### config.mk
export PLATFORM = sky130hd
export DESIGN_NAME = mem_access_unit
export DESIGN_NICKNAME = d
export VERILOG_FILES = /design/src/rtl/mem_access_unit.sv
export SDC_FILE = /design/constraint.sdc
export NUM_CORES = 1
export LEC_CHECK = 0
export CAP_MARGIN = 0
export CORE_UTILIZATION = 51
export CTS_CLUSTER_SIZE = 14
export DETAILED_ROUTE_END_ITERATION = 12
export GPL_TIMING_DRIVEN = 0
export MAX_ROUTING_LAYER = met4
export PLACE_DENSITY = 0.87
export SLEW_MARGIN = 20
export SYNTH_ARGS = -nofsm -noshare
export SYNTH_HDL_FRONTEND = slang
export SYNTH_SLANG_ARGS = --single-unit
### constraint.sdc
create_clock -name CLK -period 4.2 [get_ports CLK]
set_input_delay 0.84 -clock CLK [delete_from_list [all_inputs] [get_ports CLK]]
set_output_delay 0.84 -clock CLK [all_outputs]
set_load 0.01 [all_outputs]
### src/rtl/mem_access_unit.sv
// Load/store unit: sub-word extraction, read-modify-write sub-word stores, alignment and range faults.
// Defining MEM_HALFWORD_EN enables halfword (Size=01) accesses. Without it, Size=01 faults like a reserved size.
module mem_access_unit #(
  parameter int unsigned DEPTH_WORDS = 128
) (
  input  logic        CLK,
  input  logic        RESET,
  input  logic        Req,
  input  logic        IsStore,
  input  logic [1:0]  Size,
  input  logic        Signed,
  input  logic [31:0] Addr,
  input  logic [31:0] WriteData,
  output logic        Busy,
  output logic        Done,
  output logic        Fault,
  output logic [31:0] LoadData,
  output logic [31:0] MemAddress,
  output logic        MemWE,
  output logic [31:0] MemWD,
  input  logic [31:0] MemRD
);

  typedef enum logic [1:0] {IDLE, READ, WRITE, DONE} state_t;

  state_t      state, state_nxt;
  logic        is_store_q, signed_q, fault_q, bad;
  logic [1:0]  size_q;
  logic [31:0] addr_q, wdata_q, word_q, merged, extended;
  logic [7:0]  byte_v;
  logic [15:0] half_v;

  always_comb begin
    bad = 1'b0;
    unique case (Size)
      2'b00: bad = 1'b0;
`ifdef MEM_HALFWORD_EN
      2'b01: bad = Addr[0];
`else
      2'b01: bad = 1'b1;
`endif
      2'b10: bad = |Addr[1:0];
      default: bad = 1'b1;
    endcase
    if ({2'b00, Addr[31:2]} >= 32'(DEPTH_WORDS)) bad = 1'b1;
  end

  // Lane select and merge both work on the word returned in READ.
  always_comb begin
    byte_v = MemRD[{addr_q[1:0], 3'b000} +: 8];
    half_v = MemRD[{addr_q[1], 4'b0000} +: 16];
    merged = MemRD;
    if (size_q == 2'b00) merged[{addr_q[1:0], 3'b000} +: 8]  = wdata_q[7:0];
    else                 merged[{addr_q[1], 4'b0000} +: 16] = wdata_q[15:0];
    unique case (size_q)
      2'b00:   extended = signed_q ? {{24{byte_v[7]}}, byte_v} : {24'h0, byte_v};
      2'b01:   extended = signed_q ? {{16{half_v[15]}}, half_v} : {16'h0, half_v};
      default: extended = MemRD;
    endcase
  end

  always_comb begin
    state_nxt  = state;
    Busy       = (state != IDLE);
    Done       = (state == DONE);
    Fault      = (state == DONE) && fault_q;
    MemWE      = (state == WRITE);
    MemWD      = (state == WRITE) ? word_q : '0;
    MemAddress = (state != IDLE) ? {2'b00, addr_q[31:2]} : '0;
    unique case (state)
      IDLE: if (Req) begin
        if (bad)                          state_nxt = DONE;
        else if (IsStore && Size == 2'b10) state_nxt = WRITE;
        else                              state_nxt = READ;
      end
      READ:    state_nxt = is_store_q ? WRITE : DONE;
      WRITE:   state_nxt = DONE;
      default: state_nxt = IDLE;
    endcase
  end

  always_ff @(posedge CLK or negedge RESET) begin
    if (!RESET) begin
      state      <= IDLE;
      is_store_q <= 1'b0;
      signed_q   <= 1'b0;
      fault_q    <= 1'b0;
      size_q     <= '0;
      addr_q     <= '0;
      wdata_q    <= '0;
      word_q     <= '0;
      LoadData   <= '0;
    end else begin
      state <= state_nxt;
      if (state == IDLE && Req) begin
        is_store_q <= IsStore;
        signed_q   <= Signed;
        size_q     <= Size;
        addr_q     <= Addr;
        wdata_q    <= WriteData;
        fault_q    <= bad;
        word_q     <= WriteData;
      end
      if (state == READ) begin
        if (is_store_q) word_q   <= merged;
        else            LoadData <= extended;
      end
    end
  end

endmodule

== Word level (Yosys, flattened, before mapping) ==
Cells that the tools add are included.
Word-level totals
  logic and storage cells: 52
  bits of input ports: 103
  bits in registers: 119
Cells by class
  reductions and logical operators: 9
  multiplexer cells: 18
  shift-type cells: 6
  bitwise gates (word level): 1
  add/sub/neg operators: 2
  equal/unequal tests: 6
  magnitude comparators: 1
Operator list (count)
  32-bit two-way mux: 7
  32-bit bitwise mux: 2
  32-bit case mux with 2 select lines: 1
  16-bit by 7-bit variable shift with 32-bit output, first input constant: 1
  8-bit by 7-bit variable shift with 32-bit output, first input constant: 1
  16-bit by 7-bit indexed part select with 32-bit output: 1
  32-bit by 6-bit indexed part select with 16-bit output: 1
  32-bit by 6-bit indexed part select with 8-bit output: 1
  8-bit by 7-bit indexed part select with 32-bit output: 1
  30-bit by 8-bit >= comparator with 1-bit output, second input constant: 1
  30-bit two-way mux: 1
  5-bit negation with 7-bit output: 2
  2-bit equality test, second input constant: 3
  2-bit logical NOT: 3
  2-bit two-way mux: 3
  2-bit case mux with 3 select lines: 1
  2-bit by 1-bit equality test with 1-bit output, second input constant: 2
  1-bit logical AND: 3
  1-bit two-way mux: 2
  2-bit inequality test, second input constant: 1
  1-bit case mux with 2 select lines: 1
  2-bit AND reduction: 1
  2-bit nonzero test: 1
  2-bit OR reduction: 1
  1-bit inverter: 1

== Depth between registers and ports, before layout ==
  depth after elaboration: 6
  gate-level depth with buffers: 8

== Least setup slack after synthesis ==
OpenSTA, ideal clock, no wires.
  path kind: reg2out
  from: register state[0]
  to: output MemAddress[10]
  arrival time: 1.282 ns
  stages on the path, launching flop included: 6
  buffers on the path: 2
  setup slack: 2.078 ns
  path through: dfrtp_1 -> inv_1 -> ha_1 -> clkbuf_1 -> clkbuf_1 -> nor2b_1
On the way
  cells in the longest elaborated chain, start to end: 2
RTL lines
  start, declared: RTL line 26  | state_t state, state_nxt;
  start signal, assigned: RTL line 94  | state <= state_nxt;
  2-bit nonzero test: RTL line 69  | MemAddress = (state != IDLE) ? {2'b00, addr_q[31:2]} : '0;
  30-bit two-way mux: RTL line 69
  end, declared: RTL line 18  | output logic [31:0] MemAddress,
No other way between the ends.

== Worst setup path in the final report ==
  from: register state[1]
  to: output MemAddress[12]
Same word-level chain as after synthesis.

==> out/results.ini <==
[outcome]
status = completed

[pwr]
p_clk_frac = 0.187
p_int_w = 0.00436
swShare = 0.404
ir_drop_uv = 442
power.density_mw_per_mm2 = 782
leakage_nw = 4.07
seqPwrFrac = 0.293
combPwrFrac = 0.520
power_w = 0.00731
switchingPower_w = 0.00295

[detailed_routing]
post-route-drc-count = 0
via_count = 6889
antenna_left = 0
wl_mm = 21.8
firstDrtPassIters = 7
drt_iter0_drc = 649
post_drt_wl_per_cell_um = 18.4
vias_per_cell = 5.82

[final_layout]
fin_nets = 1113
final_common_cell = nand2_1
diodes = 0
final_cell_mix = nand2_1 (252), clkdlybuf4s50_1 (199), dfrtp_1 (119), a21oi_1 (56), clkbuf_1 (47)
layout-drive-gt1-share = 0.0504
syn2layout_area_growth_pct = 42.8

[clock_tree]
postCtsHoldBufs = 0
cts_max_path_buffers = 2
clock-sinks = 119
ctsRootBufferMaster = clkbuf_16
clkTransAtPathRegs_ns = 0.06
cts_setup_buffers = 0
cts_resized = 0
cts_tree = built
h-tree-depth = 4
cts_buffers = 17
clk_latency_ns = 0.42

[sta]
setup_viol = 0
timing.fmax_mhz = 299
setup_ws_ns = 0.858
max_slew_margin = 0.529
finalMaxSlewViolations = 0
fin_crit_ns = 3.34
worst_clock_skew_ns = 0.00824
rsz0062_at_grt = no
hold_viol_final = 0
tightest_slew_ns = 0.704
period_share = 0.796

[critical_path]
path_class = flip-flop to output pin
worstPathArrival_ns = 2.50
startpoint_type = flip-flop
crit-reg2reg-launch = addr_q[1]
path_max_fanout = 10
r2r_end = word_q[25]
critPathRequiredTime_ns = 3.36
r2r_slack_ns = 1.72
r2r_cells = 8
crit_path_end = MemAddress[12]
cp-end-kind = output pin
crit_path_start = state[1]

[synthesis]
synth_edf_count = 0
synth.cell_area_mm2 = 0.00654
ys_types = 41
synth_ff_type = dfrtp_1
synth_seq_cells = 119
avgSynthCellArea_um2 = 8.39
yosys_warnings = 0
syn_inst = 780
ys_async_sr_fraction = 1.00
ys_seq_area_frac = 0.455

[global_routing]
overflow = 0
antenna_found_initial = 0
grt_pass1_wl_mm = 34.5
grt_max_degree = 63
grt_pass1_vias = 6782
grt.total_usage = 0.354

[place]
place_congestion = 0.966
numPortBuffers = 200
post-place-ws_ns = 1.30
hpwl_mm = 16.2

[die]
start_util = 0.521
rows = 41
die_area_mm2 = 0.0133
fp.dieW_um = 115
coreArea_mm2 = 0.0126
die_height_um = 115
ios = 203

[min_path]
hp-class = input pin to async pin

[run]
cap_violations = 0

-- per-stage QoR --
| step | hold slack [ns] | utilization | instance area, um^2 | std cells | TNS (ns) |
|---|---|---|---|---|---|
| floorplan | 0.438 | - | 6550 | 781 | 0 |
| global placement | 0.450 | 0.697 | 8760 | 1153 | -268.74 |
| detailed placement | 0.455 | 0.700 | 8790 | 1154 | 0 |
| CTS | 0.408 | 0.744 | 9350 | 1184 | 0 |
| global route | 0.432 | 0.744 | 9350 | 1184 | 0 |
| finish | 0.395 | 0.744 | 9350 | 1184 | 0 |
-- metal layers --
metal  vias to the layer above  routed length [um]  global-route usage
li1                       3142                   -                   -
met1                      3250                8620               0.424
met2                       422               10200               0.549
met3                        75                2120              0.0928
met4                         0                 875               0.184
met5                         -                   0                   -
-- cell type report --
type                    instances  area (um^2)
multi-input cells             587         3260
fillers                       952         3220
flip-flops and latches        119         2980
repair buffers                201         2030
clock buffers                  27          513
plain buffers                  60          258
well taps                     172          215
inverters                      15         56.3
clock inverters                 3         40.0
-- cells in the mapped netlist (all sizes together) (15+ instances only) --
master	instances	area (um^2)
nand2	252	946
dfrtp	119	2980
a21oi	56	280
clkbuf	42	158
a31oi	41	257
and2	34	213
nor2b	33	206
o21ai	33	165
mux2i	19	190
buf	18	100
a221o	16	160
a221oi	16	140
o211ai	16	120
inv	15	56.3
-- logic make-up after synthesis --
| kind of cell | share of synthesized area |
|---|---|
| simple gates | 0.247 |
| compound gates | 0.203 |
| flops | 0.455 |
| buf+inv | 0.0480 |
| mux | 0.0291 |
| fa+ha+maj | 0.0172 |
| other cells | 0.000573 |
-- power groups by stage --
stage	clock (W)	combinational, W	sequential [W]
6_report	0.00137	0.00380	0.00214
5_1_grt	0.00142	0.00414	0.00220
4_1_cts	0.00137	0.00377	0.00212
3_5_place_dp	0	0.00373	0.00213
3_3_place_gp	0	0.00365	0.00211
2_1_floorplan	0	0.00214	0.00208
-- flip-flops by register name (all words and copies together), names as in the netlist --
signal,cells
state,2
wdata_q,16
size_q,2
word_q,32
fault_q,1
signed_q,1
addr_q,32
is_store_q,1
LoadData,32
-- worst min path at each step --
stage                         to  cells past startpoint  slack [ns]
detailed placement     addr_q[2]                      2        0.45
global placement      addr_q[15]                      2        0.45
global route         LoadData[3]                      1        0.43
finish              LoadData[10]                      1        0.40
floorplan             addr_q[10]                      2        0.44
CTS                 LoadData[10]                      1        0.41
-- critical path: stages, from the launching register on --
cell,delay (ns)
dfrtp_1,0.39
inv_1,0.11
ha_1,0.17
clkbuf_1,0.36
clkbuf_1,0.42
nor2b_1,0.12
clkdlybuf4s50_1,0.50
Note: power is estimated with default switching activity, not from simulation.
